<file path="config.mk">
export PLATFORM = sky130hd
export DESIGN_NAME = bnn_layer_sched
export DESIGN_NICKNAME = d
export VERILOG_FILES = /design/src/rtl/bnn_layer_sched.sv
export SDC_FILE = /design/constraint.sdc
export NUM_CORES = 1
export LEC_CHECK = 0
export CORE_AREA = 2 2 91 93
export DETAILED_ROUTE_END_ITERATION = 16
export DIE_AREA = 0 0 93 95
export PLACE_DENSITY = 0.8
export SLEW_MARGIN = 20
export SYNTH_ARGS = -nofsm -noshare
export SYNTH_HDL_FRONTEND = slang
export SYNTH_SLANG_ARGS = --single-unit
</file>
<file path="constraint.sdc">
create_clock -name i_clk -period 2.6 [get_ports i_clk]
set_input_delay 0.65 -clock i_clk [delete_from_list [all_inputs] [get_ports i_clk]]
set_output_delay 0.65 -clock i_clk [all_outputs]
set_load 0.02 [all_outputs]
</file>
<file path="src/rtl/bnn_layer_sched.sv">
// bnn_layer_sched: sequences two BNN conv layers (weight load, feature stream, result capture, datapath flush).
// Optional RUN-state watchdog is compiled in when BNN_SCHED_WDOG_EN is defined.
//
// state   | meaning
// --------+-----------------------------------------------------------
// S_IDLE  | waiting for go
// S_LOAD_W| stepping weight ROM, strobing kernel bits one cycle behind
// S_RUN   | datapath running, features streamed, pooled results written
// S_FLUSH | two cycles of datapath reset between layers / after abort
// S_FIN   | one-cycle all_done pulse, then back to idle
module bnn_layer_sched #(
    parameter int KBITS    = 25,
    parameter int L0_PIX   = 784,
    parameter int L1_PIX   = 144,
    parameter int L0_OUT   = 144,
    parameter int L1_OUT   = 16,
    parameter int AW       = 10,
    parameter int WDOG_MAX = 4095
) (
    input  logic          i_clk,
    input  logic          i_rstn,
    input  logic          i_go,
    output logic [5:0]    o_w_rd_addr,
    input  logic          i_w_rd_data,
    output logic [AW-1:0] o_fm_rd_addr,
    input  logic [31:0]   i_fm_rd_data,
    output logic          o_conv_rstn,
    output logic          o_conv_start,
    output logic          o_conv_state,
    output logic          o_conv_weight_en,
    output logic          o_conv_weight,
    output logic [31:0]   o_conv_din,
    input  logic          i_conv_din_ready,
    input  logic          i_conv_ovalid,
    input  logic [31:0]   i_conv_dout,
    output logic          o_out_wr_en,
    output logic [AW-1:0] o_out_wr_addr,
    output logic [31:0]   o_out_wr_data,
    output logic          o_busy,
    output logic          o_layer_done,
    output logic          o_all_done,
    output logic          o_err
);

    typedef enum logic [2:0] {S_IDLE, S_LOAD_W, S_RUN, S_FLUSH, S_FIN} state_t;

    localparam logic [5:0]    KB          = 6'(KBITS);
    localparam logic [AW-1:0] L0_PIX_LAST = AW'(L0_PIX - 1);
    localparam logic [AW-1:0] L1_PIX_LAST = AW'(L1_PIX - 1);
    localparam logic [AW-1:0] L0_OUT_N    = AW'(L0_OUT);
    localparam logic [AW-1:0] L1_OUT_N    = AW'(L1_OUT);

    state_t        r_state;
    logic          r_layer;
    logic          r_weight_en;
    logic          r_conv_start;
    logic          r_flush;
    logic          r_flush_cnt;
    logic          r_abort;
    logic          r_layer_done;
    logic          r_all_done;
    logic [5:0]    r_w_rd_addr;
    logic [5:0]    r_w_idx;
    logic [AW-1:0] r_fm_ptr;
    logic [AW-1:0] r_out_cnt;

    logic [AW-1:0] w_pix_last;
    logic [AW-1:0] w_out_num;
    logic [AW-1:0] w_out_base;
    logic          w_wr;
    logic          w_last_wr;
    logic          w_wdog_trip;

    assign w_pix_last = r_layer ? L1_PIX_LAST : L0_PIX_LAST;
    assign w_out_num  = r_layer ? L1_OUT_N : L0_OUT_N;
    assign w_out_base = r_layer ? L0_OUT_N : '0;
    // results arriving outside RUN or past the layer quota are dropped
    assign w_wr       = (r_state == S_RUN) && i_conv_ovalid && (r_out_cnt < w_out_num);
    assign w_last_wr  = w_wr && (r_out_cnt == w_out_num - AW'(1));

    assign o_w_rd_addr      = r_w_rd_addr;
    assign o_fm_rd_addr     = r_fm_ptr;
    assign o_conv_din       = i_fm_rd_data;
    assign o_conv_rstn      = i_rstn & ~r_flush;
    assign o_conv_start     = r_conv_start;
    assign o_conv_state     = r_layer;
    assign o_conv_weight_en = r_weight_en;
    assign o_conv_weight    = r_weight_en & i_w_rd_data;
    assign o_out_wr_en      = w_wr;
    assign o_out_wr_addr    = w_out_base + r_out_cnt;
    assign o_out_wr_data    = i_conv_dout;
    assign o_busy           = (r_state != S_IDLE);
    assign o_layer_done     = r_layer_done;
    assign o_all_done       = r_all_done;

`ifdef BNN_SCHED_WDOG_EN
    localparam logic [11:0] WD_LIM = 12'(WDOG_MAX);

    logic [11:0] r_wdog;
    logic        r_err;

    always_ff @(posedge i_clk or negedge i_rstn) begin
        if (!i_rstn) begin
            r_wdog <= '0;
            r_err  <= 1'b0;
        end else begin
            if (r_state != S_RUN || i_conv_ovalid)
                r_wdog <= '0;
            else if (r_wdog != WD_LIM)
                r_wdog <= r_wdog + 12'd1;

            if (w_wdog_trip)
                r_err <= 1'b1;
            else if (r_state == S_IDLE && i_go)
                r_err <= 1'b0;
        end
    end

    assign w_wdog_trip = (r_state == S_RUN) && !i_conv_ovalid && (r_wdog == WD_LIM);
    assign o_err       = r_err;
`else
    assign w_wdog_trip = 1'b0;
    assign o_err       = 1'b0;
`endif

    always_ff @(posedge i_clk or negedge i_rstn) begin
        if (!i_rstn) begin
            r_state      <= S_IDLE;
            r_layer      <= 1'b0;
            r_weight_en  <= 1'b0;
            r_conv_start <= 1'b0;
            r_flush      <= 1'b0;
            r_flush_cnt  <= 1'b0;
            r_abort      <= 1'b0;
            r_layer_done <= 1'b0;
            r_all_done   <= 1'b0;
            r_w_rd_addr  <= '0;
            r_w_idx      <= '0;
            r_fm_ptr     <= '0;
            r_out_cnt    <= '0;
        end else begin
            r_layer_done <= 1'b0;
            r_all_done   <= 1'b0;
            case (r_state)
                S_IDLE: begin
                    if (i_go) begin
                        r_state     <= S_LOAD_W;
                        r_layer     <= 1'b0;
                        r_fm_ptr    <= '0;
                        r_out_cnt   <= '0;
                        r_w_rd_addr <= '0;
                        r_w_idx     <= '0;
                        r_abort     <= 1'b0;
                    end
                end
                S_LOAD_W: begin
                    // ROM data lags the address by one cycle, so the strobe does too
                    if (r_w_idx < KB) begin
                        r_weight_en <= 1'b1;
                        r_w_idx     <= r_w_idx + 6'd1;
                        if (r_w_idx < KB - 6'd1)
                            r_w_rd_addr <= r_w_rd_addr + 6'd1;
                    end else begin
                        r_weight_en  <= 1'b0;
                        r_conv_start <= 1'b1;
                        r_state      <= S_RUN;
                    end
                end
                S_RUN: begin
                    if (i_conv_din_ready && r_fm_ptr != w_pix_last)
                        r_fm_ptr <= r_fm_ptr + AW'(1);
                    if (w_wr)
                        r_out_cnt <= r_out_cnt + AW'(1);
                    if (w_last_wr) begin
                        r_state      <= S_FLUSH;
                        r_layer_done <= 1'b1;
                        r_conv_start <= 1'b0;
                        r_flush      <= 1'b1;
                        r_flush_cnt  <= 1'b0;
                    end else if (w_wdog_trip) begin
                        r_state      <= S_FLUSH;
                        r_abort      <= 1'b1;
                        r_conv_start <= 1'b0;
                        r_flush      <= 1'b1;
                        r_flush_cnt  <= 1'b0;
                    end
                end
                S_FLUSH: begin
                    r_fm_ptr  <= '0;
                    r_out_cnt <= '0;
                    if (!r_flush_cnt) begin
                        r_flush_cnt <= 1'b1;
                    end else begin
                        r_flush     <= 1'b0;
                        r_flush_cnt <= 1'b0;
                        if (r_abort) begin
                            r_state     <= S_IDLE;
                            r_layer     <= 1'b0;
                            r_w_rd_addr <= '0;
                        end else if (!r_layer) begin
                            r_state     <= S_LOAD_W;
                            r_layer     <= 1'b1;
                            r_w_rd_addr <= KB;
                            r_w_idx     <= '0;
                        end else begin
                            r_state    <= S_FIN;
                            r_all_done <= 1'b1;
                        end
                    end
                end
                S_FIN: begin
                    r_state     <= S_IDLE;
                    r_layer     <= 1'b0;
                    r_w_rd_addr <= '0;
                end
                default: r_state <= S_IDLE;
            endcase
        end
    end

endmodule
</file>
==> flow_metrics.env, run 1 <==
export IMPL_area_growth_pct=6.672
export IMPL_clk_pin_slew_worst_paths_ns=0.08
export IMPL_cp_end_kind="output pin"
export IMPL_cts_tree="built"
export IMPL_seq_area_frac_synth=0.3547
export IMPL_yosysUniqueCellTypes=50
export IMPL_peakVddDrop_mv=0.3066
export IMPL_dpl_cell_area_sq_um=3083
export IMPL_maxSlewViolCount=0
export IMPL_fill_cells=822
export IMPL_rsz0062_at_grt="true"
export IMPL_die_height_um=95
export IMPL_synthArstFlopShare=1.000
export IMPL_ys_flop_type="dfrtp_1"
export IMPL_place_hpwl_um=4496
export IMPL_fp_dieW_um=93
export IMPL_tightestPinTransition_ns=0.5714
export IMPL_fin_skew_ns=0.007413
export IMPL_ant_nets=0
export IMPL_dp_slack_ns=-0.5901
export IMPL_insertion_delay_ns=0.29
export IMPL_antenna_found_initial=0
export IMPL_die_area_sq_um=8835
export IMPL_synth_edf_count=0
export IMPL_criticalPathCategory="register to output pin"
export IMPL_core_area_sq_um=7928
export IMPL_critPathBufInv=1
export IMPL_regToRegSetupSlack_ns=0.47
export IMPL_wirelength_um=6001
export IMPL_drt_iter0_drc=90
export IMPL_portBuffers=40
export IMPL_grt_overflow_total=0
export IMPL_n_antenna_cell=0
export IMPL_cpPeakStageDelay_ns=0.54
export IMPL_place_congestion=0.8513
export IMPL_viasPerCell=5.270
export IMPL_outcome="finished with violations"
export IMPL_synth_area_leader_cell="dfrtp_1"
export IMPL_core_rowCount=33
export IMPL_yosys_cell_count_top_type="buf_4"
export IMPL_drc=0
export IMPL_drt_pass1_iter_count=4
export IMPL_ys_seq_elements=42
export IMPL_p_leak_nw=1.449
export IMPL_final_hold_viol_count=0
export IMPL_yosysTopAreaCellShare=0.3547
export IMPL_synth_cells=333
export IMPL_synth_common_cells="buf_4 (69), dfrtp_1 (42), nand2_1 (26), nor2_1 (24), o21ai_0 (23)"
export IMPL_root_buffer="clkbuf_8"
export IMPL_drive_above_1_share=0.1327
export IMPL_initial_utilization=0.3737
export IMPL_crit_arrival_ns=2.00
export IMPL_cts_sinks=42
export IMPL_syn_cell_area_sq_um=2963
export IMPL_ioPinCount=170
export IMPL_cts_buffers=5
export IMPL_syn_area_per_cell_sq_um=8.897
export IMPL_yosys_warnings=0
export IMPL_synth_area_leaders="dfrtp_1 (35%), buf_4 (17%), o21ai_0 (3.9%)"
export IMPL_crit_required_ns=1.95
export IMPL_violations="negative setup slack"
export IMPL_setup_violations_final=1
export IMPL_hold_class="input port to async pin"
export IMPL_grt_pass1_vias=2202
export IMPL_synthesis_nets=411
export IMPL_finalCritPeriodShare=1.020
export IMPL_grt_pass1_wl_um=10120
export IMPL_vias=2261
export IMPL_setup_slack_ns=-0.05236
export IMPL_crit_family="simple AND/OR/NAND/NOR gates"
export IMPL_final_cell_area_sq_um=3161
export IMPL_ctsHoldBuffers=0
export IMPL_path_max_fanout=2
export IMPL_startpoint_type="register"
export IMPL_cp_slowest_cell="or4b_4"
export IMPL_period_needed_ns=2.652
export IMPL_htreeDepth=2
export IMPL_layout_nets=402
export IMPL_cap_violations=0
export IMPL_wl_per_cell_um=13.99
export IMPL_worstPathCellList="ha_2, or4b_4, a2111oi_4, buf_4"
export IMPL_cts_buffer_depth=2
export IMPL_relSlewSlack=0.6161
export IMPL_grt_usage=0.1416
export IMPL_grt_max_degree=43
export IMPL_max_freq_mhz=377.0
export IMPL_p_per_area_nw_per_um2=891.0
final cells by class:
type / instances / area [sq um] / share of cell area
multi-input cells: 207 / 1331 / 0.4212
flip-flops and latches: 42 / 1051 / 0.3325
repair buffers: 61 / 544.3 / 0.1722
well taps: 105 / 131.4 / 0.04157
clock buffers: 7 / 76.32 / 0.02415
inverters: 7 / 26.28 / 0.008314
flip-flops by register name, indices dropped and copies added, names as in the netlist:
register	cells
o_fm_rd_addr	10
r_out_cnt	10
o_w_rd_addr	6
r_w_idx	6
r_state	3
o_all_done	1
o_conv_start	1
o_conv_state	1
o_conv_weight_en	1
o_layer_done	1
r_flush	1
r_flush_cnt	1
through the flow:
stage            util  TNS [ns]  power (W)  hold WS [ns]  std cells
2_1_floorplan       -         0   0.002053        0.3544        333
6_report       0.3987  -0.05236   0.002816        0.4523        429
4_1_cts        0.3976   -0.1411   0.002834        0.4798        428
3_5_place_dp   0.3889   -0.5901   0.002444        0.4959        421
5_1_grt        0.3987   -0.1033   0.003046        0.5010        429
3_3_place_gp   0.3889   -0.5809   0.002401        0.5009        421
cell families (layout without fill, tap and decap cells):
logic type,Yosys count,count (layout),share of synthesized area
simple gates,111,111,0.1989
other cells,1,1,0.001266
compound gates,72,72,0.1685
mux,2,2,0.007601
flops,42,42,0.3547
buf+inv,84,75,0.1968
fa+ha+maj,8,8,0.03379
xor+xnor,13,13,0.03843
final timing paths:
kind                             startpoint               end  cells past startpoint
setup / recovery               o_conv_state       o_out_wr_en                      4
setup reg to reg               o_conv_state      r_out_cnt[7]                      7
hold reg to reg            o_conv_weight_en  o_conv_weight_en                      1
hold / removal                       i_rstn   o_fm_rd_addr[6]                      2
max in group asynchronous            i_rstn        r_w_idx[4]                      2
min in group i_clk         o_conv_weight_en  o_conv_weight_en                      1
what timing repair did:
item,in CTS,in global routing
setup buffers,0,1
setup endpoints to repair,6,2
pin swaps,0,2
resized for setup,11,4
metal layers:
| metal | global-route usage | vias up | wire, um |
|---|---|---|---|
| met4 | 0.03922 | 0 | 49 |
| met5 | 0 | - | 0 |
| li1 | - | 1082 | - |
| met1 | 0.1743 | 1112 | 2594 |
| met3 | 0.04389 | 7 | 381 |
| met2 | 0.2409 | 60 | 2975 |
power breakdown:
part,switching (W),internal (W)
Clock,0.000205,0.000185
Combinational,0.000858,0.000648
Sequential,0.000133,0.000787
Total,0.00120,0.00162
placed cells by master, fill, tap and decap left out, drive strengths merged, types with 8 or more instances in the layout:
master,instances
nor2,24
a21oi,16
clkdlybuf4s50,32
and3,12
nor3,8
buf,23
nand2,26
clkbuf,8
xor2,8
ha,8
o21ai,23
dfrtp,42
Power figures use the tool's default switching activity.
==> run 2: changes to the inputs <==
--- a/config.mk
+++ b/config.mk
@@ -6,8 +6,10 @@
 export NUM_CORES = 1
 export LEC_CHECK = 0
 export CORE_AREA = 2 2 91 93
+export CTS_CLUSTER_SIZE = 30
 export DETAILED_ROUTE_END_ITERATION = 16
 export DIE_AREA = 0 0 93 95
+export MAX_ROUTING_LAYER = met4
 export PLACE_DENSITY = 0.8
 export SLEW_MARGIN = 20
 export SYNTH_ARGS = -nofsm -noshare
==> run 2 against run 1 <==
Against the previous run: the run still ends with negative setup slack left; hold slack improved by 0.00072 ns; critical path depth did not move; combinational power barely moved; non-clock buffer count did not move; largest cell class unchanged.
==> flow_metrics.env, run 2 (synthesized netlist as in run 1, its figures left out) <==
export IMPL_outcome="finished with violations"
export IMPL_violations="negative setup slack"
export IMPL_insertion_delay_ns=0.29
export IMPL_worstPathCellList="ha_2, or4b_4, a2111oi_4, buf_4"
export IMPL_path_max_fanout=2
export IMPL_r2r_cells=7
export IMPL_cts_tree="built"
export IMPL_fin_skew_ns=0.007179
export IMPL_antenna_found_initial=0
export IMPL_clk_pin_slew_worst_paths_ns=0.08
export IMPL_grt_max_degree=43
export IMPL_relSlewSlack=0.6228
export IMPL_core_rowCount=33
export IMPL_layout_commonest_cell="dfrtp_1"
export IMPL_r2r_start="o_conv_state"
export IMPL_p_leak_nw=1.449
export IMPL_crit_required_ns=1.95
export IMPL_vias=2247
export IMPL_ioPinCount=170
export IMPL_cts_buffer_depth=2
export IMPL_cpPeakStageDelay_ns=0.54
export IMPL_drt_iter0_drc=76
export IMPL_rsz0062_at_grt="true"
export IMPL_cts_sinks=42
export IMPL_cp_end_kind="output pin"
export IMPL_regToRegSetupSlack_ns=0.47
export IMPL_portBuffers=40
export IMPL_die_area_sq_um=8835
export IMPL_grt_usage=0.1461
export IMPL_final_hold_viol_count=0
export IMPL_drive_above_1_share=0.1327
export IMPL_drc=0
export IMPL_cp_slowest_cell="or4b_4"
export IMPL_wirelength_um=5994
export IMPL_placed_cells=421
export IMPL_wl_per_cell_um=13.97
export IMPL_maxSlewViolCount=0
export IMPL_initial_utilization=0.3737
export IMPL_tightestPinTransition_ns=0.5615
export IMPL_place_hpwl_um=4496
export IMPL_crit_path_start="o_conv_state"
export IMPL_cts_buffers=5
export IMPL_instances_no_fill=429
export IMPL_finalCritPeriodShare=1.020
export IMPL_htreeDepth=2
export IMPL_dpl_cell_area_sq_um=3083
export IMPL_grt_overflow_total=0
export IMPL_layout_nets=402
export IMPL_fp_dieW_um=93
export IMPL_grt_pass1_vias=2202
export IMPL_root_buffer="clkbuf_8"
export IMPL_criticalPathCategory="register to output pin"
export IMPL_final_cell_mix="dfrtp_1 (42), clkdlybuf4s50_1 (32), nand2_1 (26), nor2_1 (24), o21ai_0 (23)"
export IMPL_peakVddDrop_mv=0.3056
export IMPL_n_antenna_cell=0
export IMPL_p_per_area_nw_per_um2=890.5
export IMPL_drt_pass1_iter_count=4
export IMPL_area_growth_pct=6.672
export IMPL_hold_class="input port to async pin"
export IMPL_place_congestion=0.8649
export IMPL_period_needed_ns=2.651
export IMPL_setup_slack_ns=-0.05072
export IMPL_grt_pass1_wl_um=10160
export IMPL_worstSetupEndpoint="o_out_wr_en"
export IMPL_startpoint_type="register"
export IMPL_ant_nets=0
export IMPL_viasPerCell=5.238
export IMPL_die_height_um=95
export IMPL_timing_hold_ws_ns=0.4531
export IMPL_crit_arrival_ns=2.00
export IMPL_dp_slack_ns=-0.5901
export IMPL_core_area_sq_um=7928
export IMPL_max_freq_mhz=377.3
export IMPL_final_cell_area_sq_um=3161
export IMPL_cap_violations=0
export IMPL_setup_violations_final=1
export IMPL_reg2reg_to="r_out_cnt[7]"
export IMPL_ctsHoldBuffers=0
run 2: cell counts in the layout (fill, tap and decap cells not counted):
Identical to the previous run, type by type.
run 2: worst min-delay path by stage:
| stage | from | to | slack [ns] | cells past startpoint |
|---|---|---|---|---|
| after floorplan | i_rstn | o_all_done | 0.35 | 0 |
| after global placement | o_conv_weight_en | o_conv_weight_en | 0.50 | 1 |
| after detailed placement | o_conv_weight_en | o_conv_weight_en | 0.50 | 1 |
| after CTS | i_rstn | o_fm_rd_addr[6] | 0.48 | 2 |
| after global routing | i_rstn | o_fm_rd_addr[6] | 0.50 | 2 |
| final | i_rstn | o_fm_rd_addr[6] | 0.45 | 2 |
run 2: cell type report:
type | count | area, sq um
fill | 822 | 4767
clock buffer | 7 | 76.32
multi-input combinational | 207 | 1331
tap | 105 | 131.4
inverter | 7 | 26.28
sequential | 42 | 1051
timing repair buffer | 61 | 544.3
run 2: worst max-delay path: cells and delay by family (launching register included):
kind / cells / cell delay [ns]
buffers and inverters: 1 / 0.21
AOI/OAI and AO/OA: 1 / 0.38
DFF: 1 / 0.40
and+or+nand+nor: 1 / 0.54
adders and majority gates: 1 / 0.19
run 2: timing repair:
action / CTS / global route
pin swaps: 0 / 2
endpoints found under the setup margin: 6 / 2
hold endpoints to repair: 0 / 0
resized for setup: 11 / 4
setup buffers: 0 / 1
run 2: routing by layer:
layer	GRT usage	up-vias	share of wire
met4	0.03922	0	0.0073
met1	0.1763	1103	0.44
met5	-	-	0
met2	0.2403	54	0.50
li1	-	1083	-
met3	0.04310	7	0.059
run 2: report_power, final:
group / internal (W) / switching, W
registers: 0.000787 / 0.000133
clock network: 0.000185 / 0.000204
logic: 0.000648 / 0.000857
total: 0.00162 / 0.00119
run 2: per-stage QoR:
stage | utilization | setup TNS [ns] | power, W
6_report | 0.3987 | -0.05072 | 0.002815
3_5_place_dp | 0.3889 | -0.5901 | 0.002444
2_1_floorplan | - | 0 | 0.002053
4_1_cts | 0.3976 | -0.1411 | 0.002834
5_1_grt | 0.3987 | -0.1033 | 0.003048
3_3_place_gp | 0.3889 | -0.5809 | 0.002401
==> run 3: changes to the inputs <==
==> config.mk (replaced) <==
export PLATFORM = sky130hd
export DESIGN_NAME = bnn_layer_sched
export DESIGN_NICKNAME = d
export VERILOG_FILES = /design/src/rtl/bnn_layer_sched.sv
export SDC_FILE = /design/constraint.sdc
export NUM_CORES = 1
export LEC_CHECK = 0
export CORE_AREA = 2 2 87 89
export CTS_CLUSTER_SIZE = 30
export DETAILED_ROUTE_END_ITERATION = 16
export DIE_AREA = 0 0 89 91
export MAX_ROUTING_LAYER = met4
export PLACE_DENSITY = 0.86
export SLEW_MARGIN = 20
export SYNTH_ARGS = -nofsm -noshare
export SYNTH_HDL_FRONTEND = slang
export SYNTH_SLANG_ARGS = --single-unit
export TNS_END_PERCENT = 10
==> constraint.sdc (replaced) <==
create_clock -name i_clk -period 3.13 [get_ports i_clk]
set_input_delay 0.7825 -clock i_clk [delete_from_list [all_inputs] [get_ports i_clk]]
set_output_delay 0.7825 -clock i_clk [all_outputs]
set_load 0.02 [all_outputs]
==> run 3 against run 2 <==
Against the previous run: the flow now finishes without violations; routed wire length down 2.1%; die area down 8.3%; global-route usage up 0.87 points; sequential cell count unchanged; setup slack better by 0.20 ns; cell count down 4.2%; largest cell class unchanged; utilization up 3.5 points; non-clock buffer count down 13; critical path depth unchanged; clock power up 9.0%; critical endpoint unchanged.
==> flow_metrics.env, run 3 (synthesized netlist as in run 1, its figures left out) <==
export IMPL_p_per_area_nw_per_um2=779.3
export IMPL_insertion_delay_ns=0.29
export IMPL_viasPerCell=5.404
export IMPL_vias=2221
export IMPL_n_antenna_cell=0
export IMPL_grt_max_degree=43
export IMPL_p_leak_nw=1.392
export IMPL_initial_utilization=0.4151
export IMPL_period_needed_ns=2.982
export IMPL_cp_end_kind="output pin"
export IMPL_rsz0062_at_grt="false"
export IMPL_cts_buffers=5
export IMPL_antenna_found_initial=0
export IMPL_ctsHoldBuffers=0
export IMPL_drive_above_1_share=0.09936
export IMPL_regToRegSetupSlack_ns=0.87
export IMPL_drt_pass1_iter_count=4
export IMPL_cap_violations=0
export IMPL_criticalPathCategory="input port to output pin"
export IMPL_crit_arrival_ns=2.20
export IMPL_htreeDepth=2
export IMPL_tightestPinTransition_ns=0.7038
export IMPL_setup_slack_ns=0.1477
export IMPL_layout_commonest_cell="dfrtp_1"
export IMPL_dp_slack_ns=-0.2847
export IMPL_portBuffers=40
export IMPL_cts_tree="built"
export IMPL_core_rowCount=31
export IMPL_max_freq_mhz=335.3
export IMPL_path_max_fanout=2
export IMPL_layout_nets=389
export IMPL_drc=0
export IMPL_finalCritPeriodShare=0.9528
export IMPL_setup_violations_final=0
export IMPL_final_hold_viol_count=0
export IMPL_ant_nets=0
export IMPL_die_height_um=91
export IMPL_peakVddDrop_mv=0.3000
export IMPL_cp_slowest_cell="or4b_4"
export IMPL_final_cell_mix="dfrtp_1 (42), clkdlybuf4s50_1 (37), nand2_1 (26), nor2_1 (24), o21ai_0 (23)"
export IMPL_startpoint_type="input port"
export IMPL_relSlewSlack=0.5290
export IMPL_area_growth_pct=4.434
export IMPL_hold_class="register to register"
export IMPL_fp_dieW_um=89
export IMPL_grt_overflow_total=0
export IMPL_place_hpwl_um=4167
export IMPL_fin_skew_ns=0.009860
export IMPL_drt_iter0_drc=183
export IMPL_dpl_cell_area_sq_um=2985
export IMPL_maxSlewViolCount=0
export IMPL_clk_pin_slew_worst_paths_ns=0.07
export IMPL_core_area_sq_um=7137
export IMPL_cts_buffer_depth=2
export IMPL_wl_per_cell_um=14.28
export IMPL_die_area_sq_um=8099
export IMPL_final_cell_area_sq_um=3094
export IMPL_cts_sinks=42
export IMPL_cpPeakStageDelay_ns=0.49
export IMPL_grt_usage=0.1548
export IMPL_grt_pass1_wl_um=9798
export IMPL_wirelength_um=5869
export IMPL_place_congestion=0.8420
export IMPL_ioPinCount=170
export IMPL_root_buffer="clkbuf_8"
export IMPL_grt_pass1_vias=2082
export IMPL_crit_required_ns=2.35
export IMPL_worstPathCellList="clkdlybuf4s50_1, or4b_4, a2111oi_4, clkbuf_2"
export IMPL_outcome="finished clean"
[run 3: path summary, 6_finish.rpt]
| kind | from | end | depth (start not counted) |
|---|---|---|---|
| worst max-delay path | i_conv_ovalid | o_out_wr_en | 4 |
| worst min-delay path | o_conv_weight_en | o_conv_weight_en | 1 |
| min in group asynchronous | i_rstn | o_fm_rd_addr[5] | 2 |
| worst min register to register | o_conv_weight_en | o_conv_weight_en | 1 |
| max in group asynchronous | i_rstn | r_w_idx[3] | 2 |
| worst max register to register | r_state[0] | o_fm_rd_addr[3] | 6 |
[run 3: layout make-up]
type	instances	area, sq um
fillers	707	4043
multi-input cells	207	1330
flip-flops and latches	42	1051
repair buffers	48	452.9
well taps	99	123.9
clock buffers	6	72.57
clock inverters	2	37.54
inverters	7	26.28
[run 3: power breakdown]
part	internal [W]	total [W]	switching (W)
Clock	0.000238	0.000424	0.000186
Combinational	0.000515	0.00122	0.000704
Sequential	0.000653	0.000769	0.000115
Total	0.00141	0.00241	0.00101
[run 3: per-layer routing]
metal | GRT usage | up-vias | routed length (um)
li1 | - | 1051 | -
met1 | 0.2029 | 1065 | 2411
met2 | 0.2326 | 95 | 2946
met3 | 0.04000 | 10 | 428
met4 | 0.05224 | 0 | 82
met5 | - | - | 0
[run 3: critical path, delay by kind of cell]
family          cells  cell delay (ns)
buf+inv             2             0.69
simple gates        1             0.49
compound gates      1             0.23
[run 3: timing repair]
item / CTS / global route
endpoints found under the setup margin: 1 / 2
resized for setup: 2 / 3
pin swaps: 0 / 0
buffers inserted: 0 / 0
[run 3: stage by stage]
stage                     total power, W  utilization  setup TNS (ns)  hold WS [ns]  cells
after CTS                       0.002425       0.4337               0        0.5325    411
after global routing            0.002608       0.4336               0        0.5521    411
after global placement          0.001947       0.4183         -0.3018        0.5005    403
after detailed placement        0.001986       0.4183         -0.2847        0.5100    403
after floorplan                 0.001705            -               0        0.4804    333
final                           0.002411       0.4336               0        0.5294    411
